**src/rtl/myadder1_example_pkg.sv**
```systemverilog
// Shared types and constants for the myadder1 example AXI4-Stream path.
package myadder1_example_pkg;

  localparam int AXIS_DW      = 512;
  localparam int AXIS_KW      = AXIS_DW / 8;
  localparam int C_STAT_WIDTH = 32;

  // One AXI4-Stream beat at the default path width.
  typedef struct packed {
    logic [AXIS_DW-1:0] tdata;
    logic [AXIS_KW-1:0] tkeep;
    logic               tlast;
  } axis_beat_t;

endpackage

```
**src/rtl/myadder1_example_axis_packetizer_if.sv**
```systemverilog
// AXI4-Stream bundle used on both sides of the packetizer.
interface myadder1_example_axis_packetizer_if #(
  parameter int C_AXIS_TDATA_WIDTH = 512
);
  logic                            tvalid;
  logic                            tready;
  logic [C_AXIS_TDATA_WIDTH-1:0]   tdata;
  logic [C_AXIS_TDATA_WIDTH/8-1:0] tkeep;
  logic                            tlast;

  modport master (output tvalid, tdata, tkeep, tlast, input tready);
  modport slave  (input tvalid, tdata, tkeep, tlast, output tready);
endinterface

```
**src/rtl/myadder1_example_axis_out_reg.sv**
```systemverilog
// Output register stage with valid/ready. Holds its contents while the
// consumer stalls; only accepts a load when it is free this cycle.
module myadder1_example_axis_out_reg #(
  parameter int W = 8
) (
  input  logic         clk,
  input  logic         rst_n,
  input  logic         load,
  input  logic [W-1:0] load_data,
  output logic         free,
  output logic         out_valid,
  input  logic         out_ready,
  output logic [W-1:0] out_data
);

  assign free = !out_valid || out_ready;

  // Load on a free slot, otherwise retire the beat once the consumer takes it.
  always_ff @(posedge clk or negedge rst_n) begin
    if (!rst_n) begin
      out_valid <= 1'b0;
      out_data  <= '0;
    end else if (load && free) begin
      out_valid <= 1'b1;
      out_data  <= load_data;
    end else if (out_ready) begin
      out_valid <= 1'b0;
    end
  end

endmodule

```
**src/rtl/myadder1_example_axis_packetizer.sv**
```systemverilog
// Re-frames the result stream into C2H packets. tlast is generated every
// ctrl_pkt_beats beats, on an input tlast, or after ctrl_timeout idle cycles.
// A one-beat hold register keeps each beat until its tlast is known.
// Optional: define MYADDER1_PKTZ_STATS_EN for packet / flush counters.
module myadder1_example_axis_packetizer
  import myadder1_example_pkg::*;
#(
  parameter int C_AXIS_TDATA_WIDTH = 512,
  parameter int C_PKT_CNT_WIDTH    = 16,
  parameter int C_TIMEOUT_WIDTH    = 16
) (
  input  logic                       aclk,
  input  logic                       aresetn,
  input  logic [C_PKT_CNT_WIDTH-1:0] ctrl_pkt_beats,
  input  logic [C_TIMEOUT_WIDTH-1:0] ctrl_timeout,
  myadder1_example_axis_packetizer_if.slave  s_axis,
  myadder1_example_axis_packetizer_if.master m_axis,
  output logic [C_STAT_WIDTH-1:0]    stat_pkt_count,
  output logic [C_STAT_WIDTH-1:0]    stat_flush_count
);

  localparam int DW = C_AXIS_TDATA_WIDTH;
  localparam int KW = C_AXIS_TDATA_WIDTH / 8;
  localparam int PW = C_PKT_CNT_WIDTH;
  localparam int TW = C_TIMEOUT_WIDTH;
  localparam int OW = DW + KW + 1;

  logic [DW-1:0] h_data;
  logic [KW-1:0] h_keep;
  logic          h_last;
  logic          h_valid;
  logic [PW-1:0] beat_cnt;
  logic [PW-1:0] pkt_len;
  logic [TW-1:0] idle_cnt;

  logic          o_free;
  logic          h_final;
  logic          timeout_hit;
  logic          h_drain;
  logic          s_fire;
  logic          drain_tlast;
  logic          pkt_start;
  logic [OW-1:0] o_data;

  assign h_final     = h_last || (pkt_len != '0 && beat_cnt == pkt_len - PW'(1));
  assign timeout_hit = (ctrl_timeout != '0) && (idle_cnt >= ctrl_timeout - TW'(1));
  // A new beat arriving forces the held beat out, so s_tvalid stands in for
  // s_fire here; that breaks the tready -> drain -> tready loop.
  assign h_drain     = h_valid && o_free && (h_final || s_axis.tvalid || timeout_hit);
  assign s_axis.tready = aresetn && (!h_valid || h_drain);
  assign s_fire      = s_axis.tvalid && s_axis.tready;
  // A successor arriving in the same cycle cancels the timeout flush.
  assign drain_tlast = h_final || (timeout_hit && !s_fire);
  // The entering beat opens a packet when H is empty at a boundary or the
  // beat it replaces closes one; this covers back-to-back packets too.
  assign pkt_start   = s_fire && (h_valid ? drain_tlast : (beat_cnt == '0));

  // Hold register: capture every accepted beat, empty it on a drain.
  always_ff @(posedge aclk or negedge aresetn) begin
    if (!aresetn) begin
      h_valid <= 1'b0;
      h_data  <= '0;
      h_keep  <= '0;
      h_last  <= 1'b0;
    end else if (s_fire) begin
      h_valid <= 1'b1;
      h_data  <= s_axis.tdata;
      h_keep  <= s_axis.tkeep;
      h_last  <= s_axis.tlast;
    end else if (h_drain) begin
      h_valid <= 1'b0;
    end
  end

  // Position within the packet and packet length latched at packet start.
  always_ff @(posedge aclk or negedge aresetn) begin
    if (!aresetn) begin
      beat_cnt <= '0;
      pkt_len  <= '0;
    end else begin
      if (h_drain) beat_cnt <= drain_tlast ? '0 : beat_cnt + PW'(1);
      if (pkt_start) pkt_len <= ctrl_pkt_beats;
    end
  end

  // Idle cycles with a beat parked in H; saturates so a long stall cannot wrap.
  always_ff @(posedge aclk or negedge aresetn) begin
    if (!aresetn) begin
      idle_cnt <= '0;
    end else if (s_fire || !h_valid) begin
      idle_cnt <= '0;
    end else if (idle_cnt != '1) begin
      idle_cnt <= idle_cnt + TW'(1);
    end
  end

  myadder1_example_axis_out_reg #(.W(OW)) u_out_reg (
    .clk       (aclk),
    .rst_n     (aresetn),
    .load      (h_drain),
    .load_data ({h_data, h_keep, drain_tlast}),
    .free      (o_free),
    .out_valid (m_axis.tvalid),
    .out_ready (m_axis.tready),
    .out_data  (o_data)
  );

  assign m_axis.tdata = o_data[OW-1 -: DW];
  assign m_axis.tkeep = o_data[KW:1];
  assign m_axis.tlast = o_data[0];

`ifdef MYADDER1_PKTZ_STATS_EN
  logic [C_STAT_WIDTH-1:0] pkt_cnt_q;
  logic [C_STAT_WIDTH-1:0] flush_cnt_q;

  // Count delivered packets and drains forced purely by the idle timeout.
  always_ff @(posedge aclk or negedge aresetn) begin
    if (!aresetn) begin
      pkt_cnt_q   <= '0;
      flush_cnt_q <= '0;
    end else begin
      if (m_axis.tvalid && m_axis.tready && m_axis.tlast) pkt_cnt_q <= pkt_cnt_q + 1'b1;
      if (h_drain && timeout_hit && !h_final && !s_fire) flush_cnt_q <= flush_cnt_q + 1'b1;
    end
  end

  assign stat_pkt_count   = pkt_cnt_q;
  assign stat_flush_count = flush_cnt_q;
`else
  assign stat_pkt_count   = '0;
  assign stat_flush_count = '0;
`endif

endmodule

```
**src/flat_wrapper.sv**
```systemverilog
// flat-port wrapper written by rule: the top's interface ports become plain ports
module myadder1_example_axis_packetizer_flat import myadder1_example_pkg::*;
#(
  parameter int C_AXIS_TDATA_WIDTH = 512,
  parameter int C_PKT_CNT_WIDTH    = 16,
  parameter int C_TIMEOUT_WIDTH    = 16
)
  (aclk, aresetn, ctrl_pkt_beats, ctrl_timeout, stat_pkt_count, stat_flush_count, s_axis_tvalid, s_axis_tdata, s_axis_tkeep, s_axis_tlast, s_axis_tready, m_axis_tvalid, m_axis_tdata, m_axis_tkeep, m_axis_tlast, m_axis_tready);
  myadder1_example_axis_packetizer_if #(.C_AXIS_TDATA_WIDTH(C_AXIS_TDATA_WIDTH)) s_axis_i ();
  myadder1_example_axis_packetizer_if #(.C_AXIS_TDATA_WIDTH(C_AXIS_TDATA_WIDTH)) m_axis_i ();
  input  logic aclk;
  input  logic aresetn;
  input  logic [C_PKT_CNT_WIDTH-1:0] ctrl_pkt_beats;
  input  logic [C_TIMEOUT_WIDTH-1:0] ctrl_timeout;
  output logic [C_STAT_WIDTH-1:0] stat_pkt_count;
  output logic [C_STAT_WIDTH-1:0] stat_flush_count;
  input wire logic [$bits(s_axis_i.tvalid)-1:0] s_axis_tvalid;
  input wire logic [$bits(s_axis_i.tdata)-1:0] s_axis_tdata;
  input wire logic [$bits(s_axis_i.tkeep)-1:0] s_axis_tkeep;
  input wire logic [$bits(s_axis_i.tlast)-1:0] s_axis_tlast;
  output wire logic [$bits(s_axis_i.tready)-1:0] s_axis_tready;
  output wire logic [$bits(m_axis_i.tvalid)-1:0] m_axis_tvalid;
  output wire logic [$bits(m_axis_i.tdata)-1:0] m_axis_tdata;
  output wire logic [$bits(m_axis_i.tkeep)-1:0] m_axis_tkeep;
  output wire logic [$bits(m_axis_i.tlast)-1:0] m_axis_tlast;
  input wire logic [$bits(m_axis_i.tready)-1:0] m_axis_tready;
  assign s_axis_i.tvalid = s_axis_tvalid;
  assign s_axis_i.tdata = s_axis_tdata;
  assign s_axis_i.tkeep = s_axis_tkeep;
  assign s_axis_i.tlast = s_axis_tlast;
  assign s_axis_tready = s_axis_i.tready;
  assign m_axis_tvalid = m_axis_i.tvalid;
  assign m_axis_tdata = m_axis_i.tdata;
  assign m_axis_tkeep = m_axis_i.tkeep;
  assign m_axis_tlast = m_axis_i.tlast;
  assign m_axis_i.tready = m_axis_tready;
  myadder1_example_axis_packetizer #(.C_AXIS_TDATA_WIDTH(C_AXIS_TDATA_WIDTH), .C_PKT_CNT_WIDTH(C_PKT_CNT_WIDTH), .C_TIMEOUT_WIDTH(C_TIMEOUT_WIDTH)) u_core (.aclk(aclk), .aresetn(aresetn), .ctrl_pkt_beats(ctrl_pkt_beats), .ctrl_timeout(ctrl_timeout), .s_axis(s_axis_i), .m_axis(m_axis_i), .stat_pkt_count(stat_pkt_count), .stat_flush_count(stat_flush_count));
endmodule
```
**config.mk**
```make
export PLATFORM = sky130hd
export DESIGN_NAME = myadder1_example_axis_packetizer_flat
export DESIGN_NICKNAME = d
export VERILOG_FILES = /design/src/rtl/myadder1_example_pkg.sv /design/src/rtl/myadder1_example_axis_packetizer_if.sv /design/src/rtl/myadder1_example_axis_out_reg.sv /design/src/rtl/myadder1_example_axis_packetizer.sv /design/src/flat_wrapper.sv
export SDC_FILE = /design/constraint.sdc
export NUM_CORES = 1
export LEC_CHECK = 0
export BUFFER_PORTS_ARGS = -buffer_cell sky130_fd_sc_hd__clkbuf_2
export CORE_AREA = 2 2 490 492
export CTS_CLUSTER_SIZE = 30
export DETAILED_ROUTE_END_ITERATION = 10
export DIE_AREA = 0 0 492 494
export PLACE_DENSITY_LB_ADDON = 0.08
export SYNTH_ARGS = -nofsm -noshare
export SYNTH_HDL_FRONTEND = slang
export SYNTH_SLANG_ARGS = --single-unit
```
**constraint.sdc**
```tcl
create_clock -name aclk -period 18.4 [get_ports aclk]
set_input_delay 4.6 -clock aclk [delete_from_list [all_inputs] [get_ports aclk]]
set_output_delay 4.6 -clock aclk [all_outputs]
set_load 0.01 [all_outputs]
```
# Word level (Yosys, flattened, before mapping)
# Index checks and enable logic that the tools add are counted.
[word_totals]
register_bits = 1204
inputBits = 613
out_inout_bits = 643
word_cells = 49
[op_classes]
mux = 8
magnitude_cmp = 1
reduce_logical = 25
n_eq_ne = 2
add_sub_neg = 4
[ops]
columns = ["cell", "n"]
rows = [
  ["$mux 16", 3],
  ["$add 16x1->16 const B", 2],
  ["$reduce_bool 16->1", 2],
  ["$sub 16x1->16 const B", 2],
  ["$eq 16x16->1", 1],
  ["$ge 16x16->1", 1],
  ["$logic_not 16->1", 1],
  ["$ne 16x16->1 const B", 1],
  ["$logic_and 1x1->1", 9],
  ["$logic_or 1x1->1", 7],
  ["$reduce_bool 2->1", 3],
  ["$mux 1", 5],
  ["$logic_not 1->1", 3],
]

# Longest topological paths before layout
# Gate-level depths: netlist (run 1).
[logic_depth]
word_depth = 15
depth_mapped = 16
depth_no_buf = 14

# Hierarchy
# Synthesis (run 1) repeated with hierarchy kept, for this count alone.
[unflattened]
hier_cells = 4125
area_unflattened_um2 = 47387.9
[modules_own_cells]
columns = ["mod", "seq_area_each_um2", "instances", "area_per_inst_um2", "cells_per_inst"]
rows = [
  ["myadder1_example_axis_packetizer", 15665.0, 1, 25710.9, 2904],
  ["myadder1_example_axis_out_reg", 14463.9, 1, 21677.0, 1221],
]

# Worst setup path before layout (run 1)
# No wires, ideal clock.
[synth_timing]
path_type = "input-to-output"
start = "input ctrl_timeout[0]"
end = "output s_axis_tready"
arrival_ns = 7.795
cell_stages = 14
required_ns = 13.800
n_path_buf = 2
slack_ns = 6.005
path_cell_list = "nor4_1 nand2_1 nor4_1 xnor2_1 ha_1 and4_1 o2111ai_1 a31oi_1 o311a_1 o41ai_2 o31ai_4 buf_2 clkbuf_1 o21a_1"
[synth_between]
elab_chain_len = 7
elab_cells_between_ends = 8
cone_classes = "add/sub (1); order compare (1); reduce/logical (6)"
[synth_lines]
columns = ["element", "line", "source"]
rows = [
  ["start, declared", "flat_wrapper.sv:14", "input logic [C_TIMEOUT_WIDTH-1:0] ctrl_timeout;"],
  ["$sub 16x1->16", "myadder1_example_axis_packetizer.sv:46", "assign timeout_hit = (ctrl_timeout != '0) && (idle_cnt >= ctrl_timeout - TW'(1));"],
  ["$ge 16x16->1", "myadder1_example_axis_packetizer.sv:46", ""],
  ["$logic_and 1x1->1 (*)", "myadder1_example_axis_packetizer.sv:46", ""],
  ["$logic_or 1x1->1 (*)", "myadder1_example_axis_packetizer.sv:49", "assign h_drain = h_valid && o_free && (h_final || s_axis.tvalid || timeout_hit);"],
  ["$logic_and 1x1->1 (*)", "myadder1_example_axis_packetizer.sv:49", ""],
  ["$logic_or 1x1->1 (*)", "myadder1_example_axis_packetizer.sv:50", "assign s_axis.tready = aresetn && (!h_valid || h_drain);"],
  ["$logic_and 1x1->1 (*)", "myadder1_example_axis_packetizer.sv:50", ""],
  ["end, declared", "flat_wrapper.sv:21", "output wire logic [$bits(s_axis_i.tready)-1:0] s_axis_tready;"],
]
# Every way passes the cells marked *; elsewhere a longest branch is shown, timed or not.

# Final worst setup path (run 1)
[layout_timing]
start = "input ctrl_timeout[2]"
end = "output s_axis_tready"
# The elaborated chain is that of the path after synthesis.

==> results of run 1 <==
[power breakdown]
part | internal, W | switching [W]
Sequential | 0.00371 | 0.000624
Clock | 0.00179 | 0.00123
Combinational | 0.00166 | 0.00174
Total | 0.00716 | 0.00360
[placed cells by master (no fill, tap or decap), drive strengths merged, types with 4 or more instances in the layout]
master | netlist | routed
o311a | 4 | 4
conb | 1 | 64
o21ai | 12 | 12
nand4 | 14 | 14
buf | 134 | 38
clkinv | 0 | 14
nand2 | 24 | 24
nand3 | 26 | 26
a21boi | 6 | 6
and2 | 4 | 4
o211ai | 6 | 6
diode | 0 | 38
a31oi | 5 | 5
xor2 | 16 | 16
dfrtp | 1204 | 1204
a21oi | 10 | 10
mux2 | 1169 | 1169
o21a | 4 | 4
nand2b | 8 | 8
nor4 | 12 | 12
ha | 22 | 22
nor3 | 14 | 14
or3 | 9 | 9
mux2i | 7 | 7
inv | 21 | 25
xnor2 | 24 | 24
o221ai | 4 | 4
nor2 | 29 | 29
and3 | 7 | 7
clkbuf | 71 | 1436
[final cells by class]
type | count | area [um2]
antenna | 38 | 95.1
sequential | 1204 | 30100
clock buffer | 246 | 4710
multi-input combinational | 1534 | 15500
fill | 24945 | 176000
clock inverter | 24 | 338
tap | 3167 | 3960
inverter | 21 | 78.8
timing repair buffer | 1228 | 6320
[layer usage]
metal	global-route usage (%)	vias to the layer above	part of all wire, %
met5	0	-	0.42
li1	-	12746	-
met3	8.21	338	12
met1	14.7	14637	36
met4	5.03	114	2.9
met2	22.7	997	48
[registers in the layout (all words and copies together) (netlist names)]
| signal | cells |
|---|---|
| u_core.u_out_reg.out_data | 577 |
| u_core.h_data | 512 |
| u_core.h_keep | 64 |
| u_core.beat_cnt | 16 |
| u_core.idle_cnt | 16 |
| u_core.pkt_len | 16 |
| u_core.h_last | 1 |
| u_core.h_valid | 1 |
| u_core.u_out_reg.out_valid | 1 |
[critical path, cell delays in order]
cell and delay, ps:
clkbuf_2 120, nor4_1 700, nand2_1 210, nor4_1 260, xnor2_1 170, ha_1 260, and4_1 210, o2111ai_1 110
a31oi_1 80, o311a_1 400, o41ai_2 540, o31ai_4 150, o21a_1 190, clkbuf_2 150
[kinds of logic (layout without fill, tap and decap cells)]
logic type      Yosys count  after routing  synth area share, %
mux                    1176           1176                 28.4
xor+xnor                 40             40                0.751
flops                  1204           1204                 64.6
compound gates           70             70                 1.13
fa+ha+maj                22             22                0.590
other cells               1            102              0.00804
simple gates            162            162                 1.93
buf+inv                 226           1519                 2.54
[final timing paths]
path | from | endpoint | slack [ps] | cells past startpoint
min | u_core.h_keep[8]$_DFFE_PN0P_ | u_core.u_out_reg.out_data[9]$_DFFE_PN0P_ | 480 | 1
min reg2reg | u_core.h_keep[8]$_DFFE_PN0P_ | u_core.u_out_reg.out_data[9]$_DFFE_PN0P_ | 480 | 1
max | ctrl_timeout[2] | s_axis_tready | 5630 | 14
max in group asynchronous | aresetn | u_core.h_data[381]$_DFFE_PN0P_ | 9250 | 8
max reg2reg | u_core.pkt_len[0]$_DFFE_PN0P_ | u_core.u_out_reg.out_data[224]$_DFFE_PN0P_ | 11840 | 13
min in group asynchronous | aresetn | u_core.h_data[114]$_DFFE_PN0P_ | 3740 | 1
[stage by stage]
step	utilization (%)	setup WS [ps]
CTS	25.7	5590
detailed placement	23.6	5590
finish	25.8	5630
floorplan	-	6010
global route	25.7	5310
global placement	23.6	5580
==> flow_summary.toml, run 1 <==
[route]
vias_per_cell = 3.86
firstDrtPassIters = 5
vias = 28832
drt-total-wl_um = 173000
drc = 0
drt-initial-drc-count = 1042
wl_per_cell_um = 23.2
ant_nets = 0

[synth]
yosys-top-cells-count = "dfrtp_1 (1204), mux2_2 (1163), clkbuf_1 (71)"
synthCells = 2901
yosysTopAreaCell = "dfrtp_1"
yosysWarnings = 0
syn-cell-area_um2 = 46600
yosys.area.top_type_share_pct = 64.6
synth_edf_count = 0
seq_area_frac_synth_pct = 64.6
synth-async-reset-ratio_pct = 100
synthTopCellsByArea = "dfrtp_1 (65%), mux2_2 (28%), buf_4 (1.0%), buf_2 (0.64%), ha_1 (0.59%)"
synth_cell_types = 59
ys_ff_latch = 1204
synth_ff_type = "dfrtp_1"
synth_most_common_cell = "dfrtp_1"
synth.avg_cell_area_um2 = 16.1

[pwr]
p_leak_nw = 27.5
irDropWorstVdd_mv = 0.0820
p_per_area_nw_per_um2 = 176
power_w = 0.0108

[clock_network]
cts_setup_buffers = 0
cts_sinks = 1204
ctsHoldBuffers = 0
cts_resized = 0
clkLatencyLatePin_ps = 790
htreeDepth = 4
tritoncts = "yes"
cts_buffers = 156
clkSlewWorstSetupHoldPaths_ps = 60
root_buffer = "clkbuf_16"
clock_path_buffers = 3

[status]
status = "completed"

[cells_and_area]
final_cell_area_um2 = 61200
areaGrowthSynthToFinish_pct = 31.2
instances_no_fill = 7462
drive_above_1_share_pct = 61.7
fin_nets = 4780

[sta]
skew_ps = 41.8
slew_viol_final = 0
slew_headroom_pct = 28.6
rsz0062_at_grt = "no"
hold_viol_final = 0
finalSetupTns_ps = 0
fmax_mhz = 78.3
setup_violations = 0
hold_ws_ps = 483
period_share_pct = 69.4
tightestPinTransition_ps = 1070
period_minus_slack_ps = 12770

[die]
initial_core_util_pct = 19.6
die_area_um2 = 243000
core-area_um2 = 237000
rows = 179
die_y_um = 494
die_w_um = 492
io_pins = 1256

[setup_path]
cp.arrival_ps = 8170
critical_path_class = "in -> out"
critPathLaunchType = "input port"
worst_ep_required_time_ps = 13800
end_kind = "primary output"
critPathMaxFanout = 5

[job]
maxCapViolCount = 0

[global_route]
gr-total-overflow = 0
antenna_found_initial = 108
grt_max_degree = 166
grt_use_total_pct = 13.9
grt_pass1_vias = 30740
grt_pass1_wl_um = 242000

[placed_design]
gp_congestion = 0.753
place_area_um2 = 56000
dp_hpwl_um = 128000
portBuffers = 1191
dp_cells = 7154

[min_path]
hold_path.class = "reg -> reg"
Note: power is estimated with default switching activity, not from simulation.
==> inputs of run 2 (changes only) <==
ABC_AREA = 1   (was unset)
CORE_AREA = 2 2 494 496   (was 2 2 490 492)
DIE_AREA = 0 0 496 498   (was 0 0 492 494)
clock period = 13.2 ns   (was 18.4 ns; I/O delays follow)
==> run 2 against run 1 <==
Synthesized cell count rose by 52%. Utilization grew 0.52 points. Clock power is 41% higher. Critical endpoint unchanged. First-iteration DRC count is 57% higher. Non-clock buffer count rose by 9. Largest power group unchanged. Global-route usage up 1.1 points. Sequential share of layout area fell by 1.9 points. Wire length grew 9.2%. Design area up 3.9%. Flip-flop and latch count is the same. Die area grew 1.6%. Critical path type unchanged.
==> flow_summary.toml, run 2 <==
[status]
status = "completed"

[setup_path]
cp.arrival_ps = 7510
end_kind = "primary output"
critPathLaunchType = "input port"
ff2ff_path_depth = 16
critPathMaxFanout = 105
worst_ep_required_time_ps = 9900
critical_path_class = "in -> out"

[clock_network]
htreeDepth = 4
tritoncts = "yes"
cts_buffers = 155
root_buffer = "clkbuf_16"
ctsHoldBuffers = 0
cts_sinks = 1204
clock_path_buffers = 3
clkLatencyLatePin_ps = 820
cts_resized = 0
cts_setup_buffers = 0
clkSlewWorstSetupHoldPaths_ps = 60

[synth]
yosys.area.top_type_share_pct = 60.8
synthCells = 4396
synth_cell_types = 38
synth_most_common_cell = "nand2_1"
synth-async-reset-ratio_pct = 100
syn-cell-area_um2 = 49600
yosysWarnings = 0
yosys-top-cells-count = "nand2_1 (1728), dfrtp_1 (1204), mux2_4 (481)"
synth_top_family_by_area = "simple AND/OR/NAND/NOR gates"
synth_compound_area_share_pct = 2.73
seq_area_frac_synth_pct = 60.8
synth_edf_count = 0
synth-simple-area-share_pct = 15.6
ys_ff_latch = 1204
synth_xor_area_share_pct = 0.672
synthMuxAreaShare_pct = 14.8
synthTopCellsByArea = "dfrtp_1 (61%), mux2_4 (15%), nand2_1 (13%), buf_6 (1.5%), a21oi_2 (1.4%)"
synth.avg_cell_area_um2 = 11.3
synth_ff_type = "dfrtp_1"
yosysTopAreaCell = "dfrtp_1"
synth_adder_area_share_pct = 0.555

[global_route]
gr-total-overflow = 0
grt_pass1_vias = 35987
grt_max_degree = 169
grt_pass1_wl_um = 270000
grt_use_total_pct = 15.0
antenna_found_initial = 94

[route]
wl_met1_um = 75400
top_layer = "met5"
drt-initial-drc-count = 1638
drc = 0
vias = 34494
drt-total-wl_um = 189000
vias_per_cell = 3.87
firstDrtPassIters = 7
dr_wl_met2_um = 89300
ant_nets = 0
wl_met3_um = 19000
wl_per_cell_um = 21.2

[cells_and_area]
reg.largest.list = "u_core.u_out_reg.out_data x577, u_core.h_data x512, u_core.h_keep x64"
instances_no_fill = 8916
final_common_cell = "nand2_1"
nFillCells = 25918
largest_reg_flops = 577
fin_nets = 6211
final_cell_mix = "nand2_1 (1728), dfrtp_1 (1204), clkbuf_2 (1190)"
top_register = "u_core.u_out_reg.out_data"
drive_above_1_share_pct = 36.0
areaGrowthSynthToFinish_pct = 28.3

[die]
die_y_um = 498
die_area_um2 = 247000
initial_core_util_pct = 20.5
rows = 181
core-area_um2 = 242000
die_w_um = 496
io_pins = 1256

[sta]
period_minus_slack_ps = 10810
setup_violations = 0
tightestPinTransition_ps = 1100
skew_ps = 51.4
hold_viol_final = 0
slew_headroom_pct = 26.5
slew_viol_final = 0
rsz0062_at_grt = "no"
hold_ws_ps = 427
fmax_mhz = 92.5
finalSetupTns_ps = 0
period_share_pct = 81.9

[pwr]
irDropWorstVdd_mv = 0.161
p_leak_nw = 33.7
p_per_area_nw_per_um2 = 262

[placed_design]
portBuffers = 1191
dp_cells = 8621
dp_hpwl_um = 135000
gp_congestion = 0.776

[min_path]
min_path_cells = 2
hold_path.class = "reg -> reg"

[job]
maxCapViolCount = 0
[run 2: cell count changes after synthesis, moves of 12 or more]
cell / before / now
buf_2: 60 / 41
clkbuf_1: 71 / 99
nand3_1: 26 / 52
o21ai_0: 12 / 95
buf_6: 1 / 65
inv_1: 21 / 156
nand2_1: 24 / 1728
nor2_1: 29 / 162
a21oi_2: 1 / 79
mux2_2: 1163 / 11
nor3_1: 13 / 25
mux2_4: 6 / 481
[run 2: critical path, cell delays in order]
cell and delay [ps]:
clkbuf_2 80, inv_1 120, nand2_1 100, nor3_1 260, nand2_1 130, nor2_1 110
inv_1 70, nor2_1 100, inv_1 70, nor3_1 170, xor2_1 190, inv_1 60
ha_1 290, nand2_1 50, inv_1 70, nand3_1 90, nor3_1 220, nand3_1 110
nand3_1 100, nand2_1 90, nand4_1 200, nand2_8 460, a21boi_0 750, clkbuf_2 250
[run 2: per-stage QoR]
| step | setup slack, ps | cell area, um2 | total power (W) | utilization (%) |
|---|---|---|---|---|
| after global placement | 2360 | 58400 | 0.0126 | 24.2 |
| after CTS | 2370 | 63500 | 0.0171 | 26.3 |
| after detailed placement | 2400 | 58400 | 0.0126 | 24.2 |
| final | 2390 | 63600 | 0.0167 | 26.3 |
| after global routing | 1860 | 63600 | 0.0179 | 26.3 |
| after floorplan | 3750 | 49800 | 0.0100 | - |
[run 2: path summary, 6_finish.rpt]
| check | from | to | slack, ps |
|---|---|---|---|
| setup / recovery | ctrl_timeout[0] | s_axis_tready | 2390 |
| hold / removal | u_core.h_data[100]$_DFFE_PN0P_ | u_core.u_out_reg.out_data[165]$_DFFE_PN0P_ | 430 |
| setup reg to reg | u_core.pkt_len[0]$_DFFE_PN0P_ | u_core.h_data[254]$_DFFE_PN0P_ | 7490 |
| hold reg to reg | u_core.h_data[100]$_DFFE_PN0P_ | u_core.u_out_reg.out_data[165]$_DFFE_PN0P_ | 430 |
| max in group asynchronous | aresetn | u_core.h_keep[15]$_DFFE_PN0P_ | 7070 |
| min in group asynchronous | aresetn | u_core.h_data[202]$_DFFE_PN0P_ | 2350 |
[run 2: metal layers]
layer	vias up	global-route usage [%]
li1	16207	-
met2	1086	24.7
met3	346	6.91
met5	-	0
met1	16765	17.5
met4	90	3.75
[run 2: final cells by class]
cell class	instances	area (um2)	share of cell area, %
Timing Repair Buffer	1237	6410	10.1
Antenna cell	17	42.5	0.0669
Inverter	157	597	0.939
Multi-Input combinational cell	2821	17300	27.2
Sequential cell	1204	30100	47.4
Tap cell	3202	4010	6.30
Clock inverter	30	418	0.657
Clock buffer	248	4710	7.41
[run 2: logic make-up (layout without fill, tap and decap cells)]
kind of cell / count (synthesis) / count (layout)
compound gates: 205 / 205
other cells: 1 / 81
fa+ha+maj: 22 / 22
simple gates: 2000 / 2000
mux: 492 / 492
flops: 1204 / 1204
buf+inv: 434 / 1672
xor+xnor: 38 / 38
[run 2: power breakdown]
| part | switching [W] | internal, W |
|---|---|---|
| registers | 0.00103 | 0.00551 |
| clock network | 0.00177 | 0.00250 |
| logic | 0.00338 | 0.00247 |
| total | 0.00618 | 0.0105 |
